==> config.mk <==
export PLATFORM = sky130hd
export DESIGN_NAME = reg_trace_matcher_flat
export DESIGN_NICKNAME = d
export VERILOG_FILES = /design/src/rtl/trace_regs_pkg.sv /design/src/rtl/reg_trace_matcher_if.sv /design/src/rtl/trace_hit_counter.sv /design/src/rtl/reg_trace_matcher.sv /design/src/flat_wrapper.sv
export SDC_FILE = /design/constraint.sdc
export NUM_CORES = 2
export LEC_CHECK = 0
export CORE_AREA = 2 2 443 445
export CTS_CLUSTER_SIZE = 14
export DETAILED_ROUTE_END_ITERATION = 10
export DIE_AREA = 0 0 445 447
export GPL_TIMING_DRIVEN = 0
export HOLD_SLACK_MARGIN = 0.1
export PLACE_DENSITY = 0.56
export SETUP_SLACK_MARGIN = 0.1
export SYNTH_ARGS = -nofsm -noshare
export SYNTH_HDL_FRONTEND = slang
export SYNTH_SLANG_ARGS = --single-unit
==> constraint.sdc <==
create_clock -name usb_clk -period 4.4 [get_ports usb_clk]
set_input_delay 0.88 -clock usb_clk [delete_from_list [all_inputs] [get_ports usb_clk]]
set_output_delay 0.88 -clock usb_clk [all_outputs]
set_load 0.01 [all_outputs]
==> src/rtl/trace_regs_pkg.sv <==
// Shared constants for the trace matcher register block: register map,
// identification values, STATUS bit positions and reset mask value.
package trace_regs_pkg;

    typedef enum logic [5:0] {
        REG_NAME                = 6'h00,
        REG_REV                 = 6'h01,
        REG_PATTERN_ENABLE      = 6'h02,
        REG_PATTERN_TRIG_ENABLE = 6'h03,
        REG_RULE_SEL            = 6'h04,
        REG_SHADOW_PATTERN      = 6'h05,
        REG_SHADOW_MASK         = 6'h06,
        REG_COMMIT              = 6'h07,
        REG_HIT_COUNT           = 6'h08,
        REG_STATUS              = 6'h09,
        REG_RESET_SYNC          = 6'h0A,
        REG_MATCHED_DATA        = 6'h0B
    } reg_addr_e;

    localparam logic [7:0]  REV               = 8'h02;
    // ASCII "TrcMatch"; byte 0 of the register is the leftmost character
    localparam logic [63:0] NAME              = 64'h5472_634D_6174_6368;
    localparam int          NAME_BYTES        = 8;
    localparam int          STATUS_SAT_BIT    = 0;
    localparam int          STATUS_SELERR_BIT = 1;
    localparam logic        DEFAULT_MASK_BIT  = 1'b1;

    function automatic logic [7:0] name_byte(input logic [2:0] idx);
        logic [63:0] shifted;
        shifted = NAME << {idx, 3'b000};
        return shifted[63:56];
    endfunction

endpackage

==> src/rtl/reg_trace_matcher_if.sv <==
// USB register bus seen by the trace matcher register block.
interface reg_trace_matcher_if #(
    parameter int pBYTECNT_SIZE = 7
) ();
    logic [7:0]               reg_address;
    logic [pBYTECNT_SIZE-1:0] reg_bytecnt;
    logic [7:0]               write_data;
    logic [7:0]               read_data;
    logic                     reg_read;
    logic                     reg_write;
    logic                     reg_addrvalid;
    logic                     selected;

    modport master (
        output reg_address, reg_bytecnt, write_data, reg_read, reg_write, reg_addrvalid,
        input  read_data, selected
    );

    modport slave (
        input  reg_address, reg_bytecnt, write_data, reg_read, reg_write, reg_addrvalid,
        output read_data, selected
    );
endinterface

==> src/rtl/trace_hit_counter.sv <==
// Saturating per-rule hit counter. A clear beats a same-cycle hit; sat
// is high while the count sits at all-ones.
module trace_hit_counter #(
    parameter int pCOUNT_WIDTH = 16
) (
    input  logic                    usb_clk,
    input  logic                    reset_n,
    input  logic                    hit,
    input  logic                    clear,
    output logic [pCOUNT_WIDTH-1:0] count,
    output logic                    sat
);
    localparam logic [pCOUNT_WIDTH-1:0] CNT_MAX = {pCOUNT_WIDTH{1'b1}};
    localparam logic [pCOUNT_WIDTH-1:0] CNT_ONE = {{(pCOUNT_WIDTH-1){1'b0}}, 1'b1};

    logic [pCOUNT_WIDTH-1:0] count_next_s;

    // next count: clear first, then a hit below saturation
    always_comb begin
        count_next_s = count;
        if (clear) begin
            count_next_s = {pCOUNT_WIDTH{1'b0}};
        end else if (hit && (count != CNT_MAX)) begin
            count_next_s = count + CNT_ONE;
        end else begin
            count_next_s = count;
        end
    end

    // count and saturation state
    always_ff @(posedge usb_clk) begin
        if (!reset_n) begin
            count <= {pCOUNT_WIDTH{1'b0}};
            sat   <= 1'b0;
        end else begin
            count <= count_next_s;
            sat   <= (count_next_s == CNT_MAX);
        end
    end
endmodule

==> src/rtl/reg_trace_matcher.sv <==
// Register block for the trace matcher: shadow-staged rule programming with
// atomic commit, live enables, saturating hit counters with snapshot readback.
module reg_trace_matcher
    import trace_regs_pkg::*;
#(
    parameter int         pBYTECNT_SIZE = 7,
    parameter int         pBUFFER_SIZE  = 64,
    parameter int         pMATCH_RULES  = 8,
    parameter int         pCOUNT_WIDTH  = 16,
    parameter logic [1:0] pSELECT       = 2'b01
) (
    input  logic                                 usb_clk,
    input  logic                                 reset_n,
    reg_trace_matcher_if.slave                   bus,
    input  logic [pMATCH_RULES-1:0]              I_match_hit,
    input  logic [pBUFFER_SIZE-1:0]              I_matched_data,
    output logic [pMATCH_RULES-1:0]              O_pattern_enable,
    output logic [pMATCH_RULES-1:0]              O_pattern_trig_enable,
    output logic [pMATCH_RULES*pBUFFER_SIZE-1:0] O_trace_pattern,
    output logic [pMATCH_RULES*pBUFFER_SIZE-1:0] O_trace_mask,
    output logic                                 O_config_update,
    output logic                                 O_reset_sync
);
    localparam int         EN_BYTES  = (pMATCH_RULES + 7) / 8;
    localparam int         EN_PADW   = EN_BYTES * 8;
    localparam int         BUF_BYTES = pBUFFER_SIZE / 8;
    localparam int         CNT_BYTES = pCOUNT_WIDTH / 8;
    localparam logic [4:0] SEL_LIMIT = 5'(pMATCH_RULES);

    reg_addr_e                addr_s;
    int                       bi_s;
    logic                     wr_s;
    logic                     rd_s;
    logic                     wr_en_s;
    logic                     wr_ten_s;
    logic                     wr_sel_s;
    logic                     wr_spat_s;
    logic                     wr_smsk_s;
    logic                     commit_s;
    logic                     clr_cnt_s;
    logic                     wr_status_s;
    logic                     rs_wr_s;
    logic                     snap_latch_s;
    logic                     sel_valid_s;
    logic [pMATCH_RULES-1:0]  clear_vec_s;
    logic [pMATCH_RULES-1:0]  sat_s;
    logic [pCOUNT_WIDTH-1:0]  cnt_s [pMATCH_RULES];
    logic [pCOUNT_WIDTH-1:0]  sel_cnt_s;
    logic [EN_PADW-1:0]       en_cur_s;
    logic [EN_PADW-1:0]       ten_cur_s;
    logic [EN_PADW-1:0]       en_pad_s;
    logic [EN_PADW-1:0]       ten_pad_s;
    logic [7:0]               rd_mux_s;

    logic [3:0]               rule_sel_r;
    logic [pBUFFER_SIZE-1:0]  shadow_pattern_r;
    logic [pBUFFER_SIZE-1:0]  shadow_mask_r;
    logic [pCOUNT_WIDTH-1:0]  snap_r;
    logic [pMATCH_RULES-1:0]  sat_flag_r;
    logic [pMATCH_RULES-1:0]  sat_d_r;
    logic                     sel_err_r;
    logic                     rs_wr_d_r;
    logic [7:0]               read_data_r;

    assign bus.selected  = bus.reg_addrvalid & (bus.reg_address[7:6] == pSELECT);
    assign bus.read_data = read_data_r;

    assign addr_s       = reg_addr_e'(bus.reg_address[5:0]);
    assign bi_s         = int'(bus.reg_bytecnt);
    assign wr_s         = bus.selected & bus.reg_write;
    assign rd_s         = bus.selected & bus.reg_read;
    assign wr_en_s      = wr_s & (addr_s == REG_PATTERN_ENABLE) & (bi_s < EN_BYTES);
    assign wr_ten_s     = wr_s & (addr_s == REG_PATTERN_TRIG_ENABLE) & (bi_s < EN_BYTES);
    assign wr_sel_s     = wr_s & (addr_s == REG_RULE_SEL) & (bi_s == 0);
    assign wr_spat_s    = wr_s & (addr_s == REG_SHADOW_PATTERN) & (bi_s < BUF_BYTES);
    assign wr_smsk_s    = wr_s & (addr_s == REG_SHADOW_MASK) & (bi_s < BUF_BYTES);
    assign commit_s     = wr_s & (addr_s == REG_COMMIT);
    assign clr_cnt_s    = wr_s & (addr_s == REG_HIT_COUNT);
    assign wr_status_s  = wr_s & (addr_s == REG_STATUS) & (bi_s == 0);
    assign rs_wr_s      = wr_s & (addr_s == REG_RESET_SYNC);
    assign snap_latch_s = rd_s & (addr_s == REG_HIT_COUNT) & (bi_s == 0);
    assign sel_valid_s  = ({1'b0, rule_sel_r} < SEL_LIMIT);

    generate
        for (genvar gi = 0; gi < pMATCH_RULES; gi++) begin : g_cnt
            assign clear_vec_s[gi] = clr_cnt_s & sel_valid_s & (rule_sel_r == 4'(gi));

            trace_hit_counter #(
                .pCOUNT_WIDTH(pCOUNT_WIDTH)
            ) u_hit_counter (
                .usb_clk (usb_clk),
                .reset_n (reset_n),
                .hit     (I_match_hit[gi]),
                .clear   (clear_vec_s[gi]),
                .count   (cnt_s[gi]),
                .sat     (sat_s[gi])
            );
        end
    endgenerate

    // live count of the selected rule; zero when RULE_SEL is out of range
    always_comb begin
        sel_cnt_s = {pCOUNT_WIDTH{1'b0}};
        for (int i = 0; i < pMATCH_RULES; i++) begin
            sel_cnt_s = sel_cnt_s | (cnt_s[i] & {pCOUNT_WIDTH{rule_sel_r == 4'(i)}});
        end
    end

    // byte-padded views of the enables for bytewise update and readback
    always_comb begin
        en_cur_s  = EN_PADW'(O_pattern_enable);
        ten_cur_s = EN_PADW'(O_pattern_trig_enable);
        en_pad_s  = en_cur_s;
        ten_pad_s = ten_cur_s;
        if (wr_en_s) begin
            en_pad_s[bi_s*8 +: 8] = bus.write_data;
        end else begin
            en_pad_s = en_cur_s;
        end
        if (wr_ten_s) begin
            ten_pad_s[bi_s*8 +: 8] = bus.write_data;
        end else begin
            ten_pad_s = ten_cur_s;
        end
    end

    // readback multiplexer
    always_comb begin
        rd_mux_s = 8'h00;
        case (addr_s)
            REG_NAME:                rd_mux_s = (bi_s < NAME_BYTES) ? name_byte(bus.reg_bytecnt[2:0]) : 8'h00;
            REG_REV:                 rd_mux_s = (bi_s == 0) ? REV : 8'h00;
            REG_PATTERN_ENABLE:      rd_mux_s = (bi_s < EN_BYTES) ? en_cur_s[bi_s*8 +: 8] : 8'h00;
            REG_PATTERN_TRIG_ENABLE: rd_mux_s = (bi_s < EN_BYTES) ? ten_cur_s[bi_s*8 +: 8] : 8'h00;
            REG_RULE_SEL:            rd_mux_s = (bi_s == 0) ? {4'h0, rule_sel_r} : 8'h00;
            REG_SHADOW_PATTERN:      rd_mux_s = (bi_s < BUF_BYTES) ? shadow_pattern_r[bi_s*8 +: 8] : 8'h00;
            REG_SHADOW_MASK:         rd_mux_s = (bi_s < BUF_BYTES) ? shadow_mask_r[bi_s*8 +: 8] : 8'h00;
            REG_HIT_COUNT: begin
                if (bi_s == 0) begin
                    rd_mux_s = sel_cnt_s[7:0];
                end else if (bi_s < CNT_BYTES) begin
                    rd_mux_s = snap_r[bi_s*8 +: 8];
                end else begin
                    rd_mux_s = 8'h00;
                end
            end
            REG_STATUS: begin
                rd_mux_s = 8'h00;
                if (bi_s == 0) begin
                    rd_mux_s[STATUS_SAT_BIT]    = |sat_flag_r;
                    rd_mux_s[STATUS_SELERR_BIT] = sel_err_r;
                end else begin
                    rd_mux_s = 8'h00;
                end
            end
            REG_MATCHED_DATA:        rd_mux_s = (bi_s < BUF_BYTES) ? I_matched_data[bi_s*8 +: 8] : 8'h00;
            default:                 rd_mux_s = 8'h00;
        endcase
    end

    // configuration: enables, rule select, shadows and committed rules
    always_ff @(posedge usb_clk) begin
        if (!reset_n) begin
            O_pattern_enable      <= {pMATCH_RULES{1'b0}};
            O_pattern_trig_enable <= {pMATCH_RULES{1'b0}};
            O_trace_pattern       <= {(pMATCH_RULES*pBUFFER_SIZE){1'b0}};
            O_trace_mask          <= {(pMATCH_RULES*pBUFFER_SIZE){DEFAULT_MASK_BIT}};
            O_config_update       <= 1'b0;
            rule_sel_r            <= 4'h0;
            shadow_pattern_r      <= {pBUFFER_SIZE{1'b0}};
            shadow_mask_r         <= {pBUFFER_SIZE{DEFAULT_MASK_BIT}};
        end else begin
            if (wr_en_s) begin
                O_pattern_enable <= en_pad_s[pMATCH_RULES-1:0];
            end
            if (wr_ten_s) begin
                O_pattern_trig_enable <= ten_pad_s[pMATCH_RULES-1:0];
            end
            if (wr_sel_s) begin
                rule_sel_r <= bus.write_data[3:0];
            end
            if (wr_spat_s) begin
                shadow_pattern_r[bi_s*8 +: 8] <= bus.write_data;
            end
            if (wr_smsk_s) begin
                shadow_mask_r[bi_s*8 +: 8] <= bus.write_data;
            end
            for (int i = 0; i < pMATCH_RULES; i++) begin
                if (commit_s && sel_valid_s && (rule_sel_r == 4'(i))) begin
                    O_trace_pattern[i*pBUFFER_SIZE +: pBUFFER_SIZE] <= shadow_pattern_r;
                    O_trace_mask[i*pBUFFER_SIZE +: pBUFFER_SIZE]    <= shadow_mask_r;
                end
            end
            O_config_update <= commit_s & sel_valid_s;
        end
    end

    // status flags, snapshot, resync edge detect and registered read data
    always_ff @(posedge usb_clk) begin
        if (!reset_n) begin
            sat_flag_r   <= {pMATCH_RULES{1'b0}};
            sat_d_r      <= {pMATCH_RULES{1'b0}};
            sel_err_r    <= 1'b0;
            snap_r       <= {pCOUNT_WIDTH{1'b0}};
            rs_wr_d_r    <= 1'b0;
            O_reset_sync <= 1'b0;
            read_data_r  <= 8'h00;
        end else begin
            // a fresh saturation edge beats a same-cycle W1C
            for (int i = 0; i < pMATCH_RULES; i++) begin
                if (clear_vec_s[i]) begin
                    sat_flag_r[i] <= 1'b0;
                end else if (sat_s[i] && !sat_d_r[i]) begin
                    sat_flag_r[i] <= 1'b1;
                end else if (wr_status_s && bus.write_data[STATUS_SAT_BIT]) begin
                    sat_flag_r[i] <= 1'b0;
                end
            end
            sat_d_r <= sat_s;
            if ((commit_s || clr_cnt_s) && !sel_valid_s) begin
                sel_err_r <= 1'b1;
            end else if (wr_status_s && bus.write_data[STATUS_SELERR_BIT]) begin
                sel_err_r <= 1'b0;
            end
            if (snap_latch_s) begin
                snap_r <= sel_cnt_s;
            end
            rs_wr_d_r    <= rs_wr_s;
            O_reset_sync <= rs_wr_s & ~rs_wr_d_r;
            read_data_r  <= rd_s ? rd_mux_s : 8'h00;
        end
    end
endmodule

==> src/flat_wrapper.sv <==
// flat-port wrapper written by rule: the top's interface ports become plain ports
module reg_trace_matcher_flat import trace_regs_pkg::*;
#(
    parameter int         pBYTECNT_SIZE = 7,
    parameter int         pBUFFER_SIZE  = 64,
    parameter int         pMATCH_RULES  = 8,
    parameter int         pCOUNT_WIDTH  = 16,
    parameter logic [1:0] pSELECT       = 2'b01
)
  (usb_clk, reset_n, I_match_hit, I_matched_data, O_pattern_enable, O_pattern_trig_enable, O_trace_pattern, O_trace_mask, O_config_update, O_reset_sync, bus_reg_address, bus_reg_bytecnt, bus_write_data, bus_reg_read, bus_reg_write, bus_reg_addrvalid, bus_read_data, bus_selected);
  reg_trace_matcher_if #(.pBYTECNT_SIZE(pBYTECNT_SIZE)) bus_i ();
  input  logic usb_clk;
  input  logic reset_n;
  input  logic [pMATCH_RULES-1:0] I_match_hit;
  input  logic [pBUFFER_SIZE-1:0] I_matched_data;
  output logic [pMATCH_RULES-1:0] O_pattern_enable;
  output logic [pMATCH_RULES-1:0] O_pattern_trig_enable;
  output logic [pMATCH_RULES*pBUFFER_SIZE-1:0] O_trace_pattern;
  output logic [pMATCH_RULES*pBUFFER_SIZE-1:0] O_trace_mask;
  output logic O_config_update;
  output logic O_reset_sync;
  input wire logic [$bits(bus_i.reg_address)-1:0] bus_reg_address;
  input wire logic [$bits(bus_i.reg_bytecnt)-1:0] bus_reg_bytecnt;
  input wire logic [$bits(bus_i.write_data)-1:0] bus_write_data;
  input wire logic [$bits(bus_i.reg_read)-1:0] bus_reg_read;
  input wire logic [$bits(bus_i.reg_write)-1:0] bus_reg_write;
  input wire logic [$bits(bus_i.reg_addrvalid)-1:0] bus_reg_addrvalid;
  output wire logic [$bits(bus_i.read_data)-1:0] bus_read_data;
  output wire logic [$bits(bus_i.selected)-1:0] bus_selected;
  assign bus_i.reg_address = bus_reg_address;
  assign bus_i.reg_bytecnt = bus_reg_bytecnt;
  assign bus_i.write_data = bus_write_data;
  assign bus_i.reg_read = bus_reg_read;
  assign bus_i.reg_write = bus_reg_write;
  assign bus_i.reg_addrvalid = bus_reg_addrvalid;
  assign bus_read_data = bus_i.read_data;
  assign bus_selected = bus_i.selected;
  reg_trace_matcher #(.pBYTECNT_SIZE(pBYTECNT_SIZE), .pBUFFER_SIZE(pBUFFER_SIZE), .pMATCH_RULES(pMATCH_RULES), .pCOUNT_WIDTH(pCOUNT_WIDTH), .pSELECT(pSELECT)) u_core (.usb_clk(usb_clk), .reset_n(reset_n), .bus(bus_i), .I_match_hit(I_match_hit), .I_matched_data(I_matched_data), .O_pattern_enable(O_pattern_enable), .O_pattern_trig_enable(O_pattern_trig_enable), .O_trace_pattern(O_trace_pattern), .O_trace_mask(O_trace_mask), .O_config_update(O_config_update), .O_reset_sync(O_reset_sync));
endmodule
### Yosys cells after proc, flatten, opt, wreduce, memory -nomap -nowiden

Index checks and enable logic that the tools add are counted.

| word-level totals | value |
|---|---|
| output and inout bits | 1051 |
| word-level logic and storage cells | 262 |
| register bits after elaboration | 1352 |

| operators by class | value |
|---|---|
| shift-type cells | 11 |
| bitwise operators | 48 |
| add/subtract/negate cells | 9 |
| reduce and logical (&&, ||, !) cells | 60 |
| eq/ne operators | 35 |
| magnitude comparators | 4 |
| muxes and demuxes | 43 |

Operators with widths:

| cell | count |
|---|---|
| two-way mux 16 bit | 16 |
| indexed part select 64 x 11 -> 8 bit | 3 |
| adder 16 x 1 -> 16 bit (second input constant) | 8 |
| bitwise AND 16 bit | 8 |
| bitwise mux 64 bit | 2 |
| == test 16 bit (second input constant) | 8 |
| inequality test 16 bit (second input constant) | 8 |
| OR 16 bit | 7 |
| one-hot mux 8 bit (10 select lines) | 1 |
| two-way mux 8 bit | 8 |
| variable shift 8 x 33 -> 64 bit (first input constant) | 1 |
| indexed part select 8 x 33 -> 64 bit | 1 |
| left shift 63 x 6 -> 64 bit (first input constant) | 1 |
| negator 10 -> 33 bit | 1 |
| variable shift 8 x 33 -> 8 bit (first input constant) | 1 |
| indexed part select 8 x 33 -> 8 bit | 1 |
| zero test 32 bit | 1 |
| bitwise AND 1 bit | 31 |
| logical AND 1 bit | 28 |
| == test 6 x 3 -> 1 bit (second input constant) | 4 |
| == test 6 x 4 -> 1 bit (second input constant) | 4 |
| indexed part select 8 x 11 -> 8 bit | 2 |
| nonzero test 2 bit | 9 |
| bitwise mux 8 bit | 2 |
| 22 further kinds | 54 |

### Longest topological paths before layout

| depth | value |
|---|---|
| word-level depth | 11 |
| gate-level depth with buffers | 15 |
| gate-level depth less buffers | 10 |

### Hierarchy

Synthesis repeated with hierarchy kept, for this count alone.

| unflattened totals | value |
|---|---|
| cell total of the unflattened synthesis | 6558 |
| area total of the unflattened synthesis | 54175.7 µm² |

Modules (own cells, without submodules):

| module | cells an instance | seq. area each (µm²) | times used | area an instance (µm²) |
|---|---|---|---|---|
| reg_trace_matcher | 5633 | 24343.3 | 1 | 46354.5 |
| trace_hit_counter at u_core.g_cnt[0].u_hit_counter ... | 117 | 340.3 | 7 | 987.2 |
| trace_hit_counter at u_core.g_cnt[7].u_hit_counter | 106 | 340.3 | 1 | 910.9 |

### Least setup slack after synthesis

Ideal clock, no wire load.

| timing | value |
|---|---|
| path type | input port to flip-flop |
| start point | input port bus_reg_bytecnt[1] |
| end point | register u_core.O_pattern_trig_enable[7] |
| arrival | 3790 ps |
| stages | 15 |
| path slack | 534 ps |
| buffers on the path | 5 |
| cell sequence | buf_2 -> buf_2 -> clkbuf_1 -> inv_1 -> ha_1 -> clkbuf_2 -> nand2b_1 -> nor4_1 -> ha_1 -> nor4b_1 -> and3_1 -> and3_1 -> clkbuf_1 -> nand3_1 -> a21boi_0 |

| on the way | value |
|---|---|
| word-level cells in the longest chain between the ends | 3 |
| elaborated cells between the ends (all ways) | 6 |
| classes of those cells | 1 x add/sub; 1 x order compare; 2 x shift; 1 x mux; 1 x bitwise |

RTL lines:

| what | RTL line | source |
|---|---|---|
| start, declared | flat_wrapper.sv:23 | `input wire logic [$bits(bus_i.reg_bytecnt)-1:0] bus_reg_bytecnt;` |
| negator 10 -> 33 bit | reg_trace_matcher.sv:121 | `ten_pad_s[bi_s*8 +: 8] = bus.write_data;` |
| indexed part select 8 x 33 -> 8 bit / variable shift 8 x 33 -> 8 bit (equally long branches) | reg_trace_matcher.sv:121 |  |
| bitwise mux 8 bit | reg_trace_matcher.sv:121 |  |
| end signal, assigned | reg_trace_matcher.sv:165 | `O_pattern_trig_enable <= {pMATCH_RULES{1'b0}};` |
| end signal, assigned | reg_trace_matcher.sv:177 | `O_pattern_trig_enable <= ten_pad_s[pMATCH_RULES-1:0];` |
| end, declared | reg_trace_matcher.sv:18 | `output logic [pMATCH_RULES-1:0] O_pattern_trig_enable,` |

Several ways; a longest one is shown, not always the timed one.
A chain may end at the register's enable or synchronous reset.

### Worst setup path after layout

| timing | value |
|---|---|
| start point | input port bus_reg_bytecnt[1] |
| end point | register u_core.shadow_pattern_r[55] |

| on the way | value |
|---|---|
| word-level cells in the longest chain between the ends | 3 |
| elaborated cells between the ends (all ways) | 6 |
| classes of those cells | 1 x add/sub; 1 x order compare; 2 x shift; 1 x mux; 1 x bitwise |

RTL lines:

| what | RTL line | source |
|---|---|---|
| negator 10 -> 33 bit | reg_trace_matcher.sv:183 | `shadow_pattern_r[bi_s*8 +: 8] <= bus.write_data;` |
| indexed part select 8 x 33 -> 64 bit / variable shift 8 x 33 -> 64 bit (equally long branches) | reg_trace_matcher.sv:183 |  |
| bitwise mux 64 bit | reg_trace_matcher.sv:183 |  |
| end signal, assigned | reg_trace_matcher.sv:170 | `shadow_pattern_r <= {pBUFFER_SIZE{1'b0}};` |
| end signal, assigned by index | reg_trace_matcher.sv:183 |  |
| end, declared | reg_trace_matcher.sv:56 | `logic [pBUFFER_SIZE-1:0] shadow_pattern_r;` |

Several ways; a longest one is shown, not always the timed one.

==> impl_metrics.toml <==
[run_status]
status = "finished, final reports clean"

[detailed_routing]
firstDrtPassIters = 8
avgRoutedWirePerCell_microns = 27.9
drt-initial-drc-count = 5056
met2_length_mm = 136
wl_met1_mm = 116
num_vias = 54500
wl_met3_mm = 26.0
viasPerCell = 5.12
postRouteAntennaNets = 0
top_layer = "met5"
drc = 0
totalWireLength_mm = 297

[layout]
area_growth_pct = 38.0
fillers = 19700
multi_input_area_sq_um = 25100
utilization_pct = 38.8
regArea_sq_um = 27100
drive_above_1_share_pct = 5.59
nNetsFinal = 8069

[synthesis]
ys_ff_latch = 1352
syn-num-nets = 6736
postSynthCellCount = 6623
synth_seq_area_share_pct = 49.6
async_flop_share_pct = 0
avgSynthCellArea_sq_um = 8.24
synth_ff_type = "dfxtp_1"
netlist_area_sq_um = 54600
yosys_warnings = 0
synth-edff-count = 0
ys_types = 89

[grt]
track_usage_pct = 28.6
grt_pass1_vias = 50900
antenna_found_initial = 53
grt_pass1_wl_mm = 401
grt_max_degree = 17
grt-ovfl-total = 0

[timing]
drv_slew = 0
hold_violations = 0
slew_headroom_pct = 4.12
hold-worst-slack_ps = 437
worst_clock_skew_ps = 36.6
rsz0062_at_grt = "no"
fmax_mhz = 234
worst_pin_slew_ps = 1440
timing.final.crit_period_ps = 4270
setup_violations = 0
finalCritPeriodShare_pct = 97.0

[setup_path]
start_kind = "primary input"
r2r_slack_ps = 520
cp.required_ps = 5110
crit-reg2reg-launch = "u_core.rule_sel_r[2]"
crit_start = "bus_reg_bytecnt[1]"
critPathMaxFanout = 10
critPathKind = "in -> reg"
cp.arrival_ps = 4980
r2r_end = "u_core.O_trace_mask[63]"
endpoint = "u_core.shadow_pattern_r[55]"
worstRegToRegCells = 9
cp-end-kind = "register"

[floorplanning]
initial_core_util_pct = 28.1
rows = 162
die_y_microns = 447
ios = 1151
die_area_sq_um = 199000
core_region_area_sq_um = 194000
die_w_microns = 445

[clock_tree]
cts_buffer_depth = 3
clkSinkCount = 1352
cts_hold_buf = 0
insertion_delay_ps = 850
cts_inserted_buffers = 157
cts-root-buf = "clkbuf_16"
path_clk_slew_ps = 60
cts_max_level = 4
cts_tree = "done"

[pwr]
power_leakage_nw = 28.2
peakVddDrop_mv = 0.280
powerDensity_nw_per_um2 = 357

[place]
placement.io_buffers = 1141
hpwlAfterDp_mm = 229
gp_congestion = 0.957

[job]
maxCapViolCount = 0

[min_path]
hp-class = "reg -> reg"
-- layout make-up --
type | instances | area share, %
Tap cell | 2542 | 4.22
Clock inverter | 56 | 0.970
Antenna cell | 29 | 0.0963
Multi-Input combinational cell | 4640 | 33.4
Inverter | 27 | 0.134
Clock buffer | 228 | 6.19
Timing Repair Buffer | 1174 | 16.0
Sequential cell | 1352 | 35.9
Buffer | 604 | 3.14
-- cell usage in the layout, fill, tap and decap left out, types with 14 or more instances in the layout --
master           instances
and2_1                  41
clkbuf_2                29
and3_1                  39
o21ai_0                 46
clkdlybuf4s50_1       1141
a22oi_1                 26
nand3_1                611
nor4_1                  21
dfxtp_1               1352
buf_2                   24
nand4_1                 68
mux4_2                  49
nor2b_1                 86
buf_1                   21
clkbuf_8                43
nand2_1               2259
nor2_1                 186
nor3_1                  46
diode_2                 29
xnor2_1                 49
mux2i_1                169
a21oi_1                 53
clkbuf_1               551
clkinv_2                25
nand2b_1                14
inv_1                   26
a21boi_0               538
clkbuf_16              159
a31oi_1                 23
xor2_1                  50
mux2_2                  17
-- routing by layer --
metal | up-vias | global-route usage, %
met4 | 8 | 17.6
met2 | 2681 | 45.8
met3 | 599 | 6.82
met5 | - | 0
li1 | 24700 | -
met1 | 26500 | 34.7
-- Yosys cell counts (7+ instances only) --
cell	n	area (sq um)
and4_1	12	105
nor2_1	188	706
nand3_1	611	3060
a22o_1	7	61.3
buf_1	22	82.6
o21ai_0	46	230
clkbuf_1	553	2080
mux2i_1	169	1690
o211a_1	12	120
or4_1	9	67.6
nor4_1	21	131
o211ai_1	8	60.1
o22ai_1	13	81.3
a211oi_1	10	75.1
mux4_2	49	1100
a41oi_1	7	61.3
and3_1	39	244
inv_1	26	97.6
nor3_4	7	114
dfxtp_1	1352	27100
a21boi_0	538	4040
o21ai_1	8	40.0
a31oi_1	23	144
nor2b_1	86	538
a21oi_1	53	265
xnor2_1	49	429
xor2_1	50	438
nor3_1	48	240
buf_2	26	130
mux2_2	17	191
nand4_1	68	425
ha_1	13	163
or3_1	13	81.3
nor3b_1	8	60.1
nand2b_1	14	87.6
a22oi_1	26	195
and2_1	41	257
nand2_1	2259	8480
a222oi_1	7	70.1
-- power breakdown --
part | leakage [nW] | internal (mW) | switching (mW)
Sequential | 10.9 | 12.3 | 0.0331
Combinational | 14.6 | 0.304 | 0.634
Clock | 2.66 | 7.91 | 5.79
Total | 28.2 | 20.5 | 6.45
-- repair_timing --
| action | in CTS | in global routing |
|---|---|---|
| gates resized for setup | 8 | 12 |
| gates cloned | 0 | 0 |
| buffers inserted | 3 | 11 |
| endpoints found under the setup margin | 175 | 238 |
| pin swaps | 2 | 6 |
| endpoints found under the hold margin | 0 | 0 |
-- registers in the layout (all words and copies together), names as in the netlist --
register,flops
u_core.O_trace_pattern,512
u_core.g_cnt.u_hit_counter.count,128
u_core.g_cnt.u_hit_counter.sat,8
u_core.O_pattern_trig_enable,8
u_core.shadow_mask_r,64
u_core.shadow_pattern_r,64
u_core.sat_d_r,8
u_core.sat_flag_r,8
u_core.O_config_update,1
u_core.sel_err_r,1
u_core.snap_r,16
u_core.rs_wr_d_r,1
u_core.O_trace_mask,512
u_core.O_pattern_enable,8
u_core.rule_sel_r,4
u_core.bus.read_data,8
u_core.O_reset_sync,1
-- per-stage QoR --
step / total power, mW / std cells / instance area [sq um] / setup WS [ps] / setup TNS (ps)
2_1_floorplan: 13.0 / 6623 / 54600 / 534 / 0
3_3_place_gp: 13.5 / 10300 / 69200 / -1860 / -1550100
3_5_place_dp: 13.5 / 10300 / 69700 / -1860 / -605200
4_1_cts: 27.1 / 10600 / 75100 / 110 / 0
5_1_grt: 27.6 / 10600 / 75300 / 108 / 0
6_report: 26.9 / 10700 / 75400 / 132 / 0
-- cells by family (layout without fill, tap and decap cells) --
kind of cell | count (synthesis) | in the layout | share of synthesized area, %
simple gates | 3473 | 3473 | 27.7
flops | 1352 | 1352 | 49.6
mux | 235 | 235 | 5.47
buf+inv | 631 | 2089 | 4.43
fa+ha+maj | 13 | 13 | 0.298
compound gates | 820 | 820 | 11.0
xor+xnor | 99 | 99 | 1.59
other cells | 0 | 29 | 0
-- worst min-delay path by stage --
stage / start / endpoint / slack [ps] / cells after the start
final: u_core.rs_wr_d_r / u_core.O_reset_sync / 440 / 1
after CTS: u_core.rs_wr_d_r / u_core.O_reset_sync / 450 / 1
after global placement: u_core.g_cnt[0].u_hit_counter.sat / u_core.sat_d_r[0] / 440 / 1
after floorplan: u_core.rs_wr_d_r / u_core.O_reset_sync / 370 / 1
after global routing: u_core.rs_wr_d_r / u_core.O_reset_sync / 440 / 1
after detailed placement: u_core.g_cnt[0].u_hit_counter.sat / u_core.sat_d_r[0] / 440 / 1
-- critical path, cell delays in order --
cell	delay (ps)
clkdlybuf4s50_1	700
buf_6	240
buf_6	270
buf_4	310
inv_1	100
ha_1	280
clkbuf_1	400
inv_1	170
nor3_1	790
nand3_2	450
mux2i_1	280
nor2b_1	60
Power figures use the tool's default switching activity.
